===== config.mk =====
export PLATFORM = sky130hd
export DESIGN_NAME = seg_serializer
export DESIGN_NICKNAME = d
export VERILOG_FILES = /design/src/rtl/seg_pkg.sv /design/src/rtl/seg_encoder.sv /design/src/rtl/seg_serializer.sv
export SDC_FILE = /design/constraint.sdc
export NUM_CORES = 1
export LEC_CHECK = 0
export CAP_MARGIN = 20
export CORE_MARGIN = 2
export CORE_UTILIZATION = 40
export DETAILED_ROUTE_END_ITERATION = 6
export PLACE_DENSITY = 0.71
export SYNTH_ARGS = -nofsm -noshare
export SYNTH_HDL_FRONTEND = slang
export SYNTH_SLANG_ARGS = --single-unit
export TNS_END_PERCENT = 50

===== constraint.sdc =====
create_clock -name clk -period 2 [get_ports clk]
set_input_delay 0.2 -clock clk [delete_from_list [all_inputs] [get_ports clk]]
set_output_delay 0.2 -clock clk [all_outputs]
set_load 0.05 [all_outputs]

===== src/rtl/seg_pkg.sv =====
// rtl/seg_pkg.sv - shared FSM states and 7-segment tables for the segment serializer.
// SEG_ACTIVE_LOW_EN selects the common-anode blank value.
package seg_pkg;

  typedef enum logic [1:0] {
    IDLE,
    SHIFT_LO,
    SHIFT_HI,
    LATCH
  } state_t;

  localparam int SEG_W = 8;

  // Segment bits {g,f,e,d,c,b,a}; element n is the glyph for BCD digit n.
  localparam logic [9:0][6:0] SEG_TABLE = {
    7'h6F, 7'h7F, 7'h07, 7'h7D, 7'h6D,
    7'h66, 7'h4F, 7'h5B, 7'h06, 7'h3F
  };

`ifdef SEG_ACTIVE_LOW_EN
  localparam logic [SEG_W-1:0] SEG_BLANK = 8'hFF;
`else
  localparam logic [SEG_W-1:0] SEG_BLANK = 8'h00;
`endif

endpackage


===== src/rtl/seg_encoder.sv =====
// rtl/seg_encoder.sv - combinational BCD + decimal point to {dp,g..a} pattern.
// SEG_ACTIVE_LOW_EN inverts the whole pattern for common-anode displays.
module seg_encoder
  import seg_pkg::*;
(
  input  logic [3:0]       bcd,
  input  logic             dp,
  input  logic             valid,
  output logic [SEG_W-1:0] pattern
);

  always_comb begin
    pattern = SEG_BLANK;
    if (valid && (bcd <= 4'd9)) begin
`ifdef SEG_ACTIVE_LOW_EN
      pattern = ~{dp, SEG_TABLE[bcd]};
`else
      pattern = {dp, SEG_TABLE[bcd]};
`endif
    end
  end

endmodule


===== src/rtl/seg_serializer.sv =====
// rtl/seg_serializer.sv - latches one BCD digit per load, shifts its segment pattern out MSB-first.
// Pattern polarity follows SEG_ACTIVE_LOW_EN through seg_encoder.
module seg_serializer #(
  parameter int DIGITS = 6,
  parameter int SEG_W  = 8
) (
  input  logic              clk,
  input  logic              reset,
  input  logic              tick,
  input  logic              sl,
  input  logic              a0,
  input  logic              a1,
  input  logic              a2,
  input  logic [DIGITS*4-1:0] digits_bcd,
  input  logic [DIGITS-1:0] dp_mask,
  output logic              ser_data,
  output logic              ser_clk,
  output logic              ser_latch,
  output logic              busy,
  output logic              overrun
);
  import seg_pkg::*;

  state_t           state;
  logic [SEG_W-1:0] shreg;
  logic [2:0]       bit_cnt;
  logic [2:0]       sel;
  logic [3:0]       sel_bcd;
  logic             sel_dp;
  logic             sel_valid;
  logic [7:0]       pattern;

  assign sel = {a2, a1, a0};

  // Out-of-range selects match no digit and leave the encoder blanked.
  always_comb begin
    sel_bcd   = 4'd0;
    sel_dp    = 1'b0;
    sel_valid = 1'b0;
    for (int i = 0; i < DIGITS; i++) begin
      if (sel == 3'(i)) begin
        sel_bcd   = digits_bcd[4*i +: 4];
        sel_dp    = dp_mask[i];
        sel_valid = 1'b1;
      end
    end
  end

  seg_encoder u_encoder (
    .bcd     (sel_bcd),
    .dp      (sel_dp),
    .valid   (sel_valid),
    .pattern (pattern)
  );

  assign ser_data = shreg[SEG_W-1];
  assign busy     = (state != IDLE);

  always_ff @(posedge clk or posedge reset) begin
    if (reset) begin
      state     <= IDLE;
      shreg     <= '0;
      bit_cnt   <= '0;
      ser_clk   <= 1'b0;
      ser_latch <= 1'b0;
      overrun   <= 1'b0;
    end else begin
      ser_clk   <= 1'b0;
      ser_latch <= 1'b0;
      if (tick && sl && (state != IDLE)) overrun <= 1'b1;
      case (state)
        IDLE: begin
          if (tick && sl) begin
            shreg   <= pattern;
            bit_cnt <= 3'(SEG_W - 1);
            state   <= SHIFT_LO;
          end
        end
        SHIFT_LO: begin
          if (tick) begin
            ser_clk <= 1'b1;
            state   <= SHIFT_HI;
          end
        end
        // Data only moves as ser_clk falls, so it is stable across every rise.
        SHIFT_HI: begin
          if (bit_cnt == 3'd0) begin
            state <= LATCH;
          end else begin
            shreg   <= {shreg[SEG_W-2:0], 1'b0};
            bit_cnt <= bit_cnt - 3'd1;
            state   <= SHIFT_LO;
          end
        end
        LATCH: begin
          if (tick) begin
            ser_latch <= 1'b1;
            shreg     <= '0;
            state     <= IDLE;
          end
        end
        default: state <= IDLE;
      endcase
    end
  end

endmodule


==> impl_metrics.json <==
{
  "dieArea_sq_mm": 0.00370,
  "drtIter0Drc": 68,
  "critical_path_class": "primary input to flip-flop",
  "setup_viol": 0,
  "hp-class": "primary input to async pin",
  "fin_tns_setup_ns": 0,
  "synth_area_per_cell_sq_um": 8.84,
  "yosysMostFrequentCell": "a21oi_1",
  "synth_edf_count": 0,
  "min_period_ns": 1.94,
  "start_util_pct": 42.3,
  "overflow": 0,
  "syn_area_sq_mm": 0.00129,
  "rsz0062_at_grt": "false",
  "arrival_ns": 2.11,
  "synth-async-reset-ratio_pct": 100,
  "clkLatencyLatePin_ns": 0.28,
  "p_per_area_mw_per_mm2": 885,
  "die_height_microns": 60.8,
  "final_area_sq_mm": 0.00192,
  "crit_path_max_fanout": 4,
  "finalWirelength_microns": 3300,
  "fin_nets": 250,
  "hold_viol": 0,
  "cts_tree": "built",
  "whs_ns": 0.287,
  "ys_seq_area_share_pct": 31.0,
  "drive_above_1_share_pct": 21.1,
  "clockRootBuffer": "clkbuf_4",
  "end_kind": "flip-flop",
  "maxCapViolations": 0,
  "synth.area.top_cells": "dfrtp_1 31%, a21oi_1 7.8%, ha_1 6.8%",
  "grt_pass1_wl_microns": 5500,
  "finClkSkew_ns": 0.00416,
  "fin_total_pwr_mw": 1.70,
  "io_pins": 42,
  "tightest_slew_ns": 0.611,
  "max_freq_ghz": 0.516,
  "max-vdd-ir-drop_mv": 0.280,
  "clockBufferDepth": 2,
  "num_antenna_cells": 0,
  "io_buffers": 41,
  "grt_pass1_vias": 1359,
  "htree_levels": 1,
  "syn_nets": 190,
  "synthFlopType": "dfrtp_1",
  "cts_sinks": 16,
  "post_drt_via_cell_ratio": 5.23,
  "fillers": 273,
  "post-route-drc-count": 0,
  "rows": 20,
  "synth_top_cell_area_share_pct": 31.0,
  "synth_top_cell_by_area": "dfrtp_1",
  "place_area_sq_mm": 0.00187,
  "relSlewSlack_pct": 59.2,
  "outcome": "completed",
  "wl_per_cell_microns": 13.3,
  "power_leakage_nw": 0.847,
  "hpwl_microns": 2690,
  "netlist_instances": 146,
  "grt_max_degree": 17,
  "cp-start-kind": "primary input",
  "ys_warn_count": 0,
  "fp.dieW_microns": 60.8,
  "synthToLayoutAreaGrowth_pct": 48.9,
  "place_congestion": 0.798,
  "slew_viol_final": 0,
  "netlist-cell-type-count": 39,
  "first_pass_iters": 4,
  "ys_ff_latch": 16,
  "ant_nets": 0,
  "core_sq_mm": 0.00305,
  "cp_data_required_time_ns": 2.18,
  "track_usage_pct": 19.6,
  "clkTransAtPathRegs_ns": 0.09,
  "rr_worst_depth": 8,
  "post-route-period-util_pct": 97.0,
  "cts-buffers-inserted": 3,
  "antenna_found_initial": 0,
  "ys_top_cells_by_count": "20 x a21oi_1, 16 x dfrtp_1, 15 x nor2_1",
  "vias": 1296
}
layer usage:
metal	track usage [%]	vias to the layer above	share of wire, %
met5	0	-	0
met4	10.2	0	2.5
met3	1.71	8	3.8
met2	38.2	40	54
met1	20.4	607	39
li1	-	641	-
worst max-delay path, stage by stage:
cell	delay, ns
clkdlybuf4s50_1	0.40
mux4_2	0.50
a21oi_4	0.15
inv_2	0.06
ha_4	0.16
o21a_1	0.17
a22oi_2	0.19
a21oi_1	0.07
a22o_1	0.20
metrics by stage:
step | worst slack [ns] | std cells | utilization (%)
final | 0.0605 | 248 | 62.9
after CTS | 0.0169 | 247 | 62.5
after floorplan | -0.00132 | 146 | -
after detailed placement | -0.572 | 242 | 61.4
after global routing | 0.000405 | 248 | 62.9
after global placement | -0.499 | 242 | 61.4
path summary, 6_finish.rpt:
kind | startpoint | to | slack [ns]
max | digits_bcd[12] | shreg[0] | 0.06
min | reset | shreg[0] | 0.29
max reg2reg | bit_cnt[0] | shreg[3] | 0.36
min reg2reg | overrun | overrun | 0.50
max in group asynchronous | reset | shreg[3] | 1.32
min in group clk | overrun | overrun | 0.50
area by class of cell:
cell class | count | area, sq um | area share (%)
clock buffer | 3 | 22.5 | 1.17
inverter | 9 | 33.8 | 1.76
multi-input combinational | 112 | 837 | 43.6
sequential | 16 | 400 | 20.8
tap | 44 | 55.1 | 2.87
timing repair buffer | 64 | 572 | 29.8
kinds of logic after synthesis:
logic type,synth area share (%)
AOI/OAI and AO/OA,26.5
and+or+nand+nor,16.1
buffers and inverters,7.37
DFF,31.0
muxes,11.5
adders and majority gates,6.79
xor gates and xnor gates,0.679
registers in the layout, indices dropped and copies added, names as in the netlist:
| register | flops |
|---|---|
| ser_clk | 1 |
| shreg | 8 |
| state | 2 |
| ser_latch | 1 |
| overrun | 1 |
| bit_cnt | 3 |
repair_timing:
action,in CTS,in global routing
setup endpoints to repair,8,7
gates resized for setup,8,5
hold buffers,0,0
setup buffers,2,1
pin swaps,6,4
cell usage in the layout, fill, tap and decap left out, types with 7 or more instances in the layout:
master,netlist,routed
buf_4,2,24
mux2i_1,7,7
nand2_1,10,10
a21oi_1,20,20
inv_1,9,7
clkdlybuf4s50_1,0,33
nor2_1,15,15
dfrtp_1,16,16
power breakdown:
part	leakage (nW)	switching, mW	internal (mW)
clock	0.0138	0.0916	0.0698
combinational	0.648	0.503	0.443
sequential	0.185	0.138	0.455
total	0.847	0.732	0.968
Note: power is estimated with default switching activity, not from simulation.
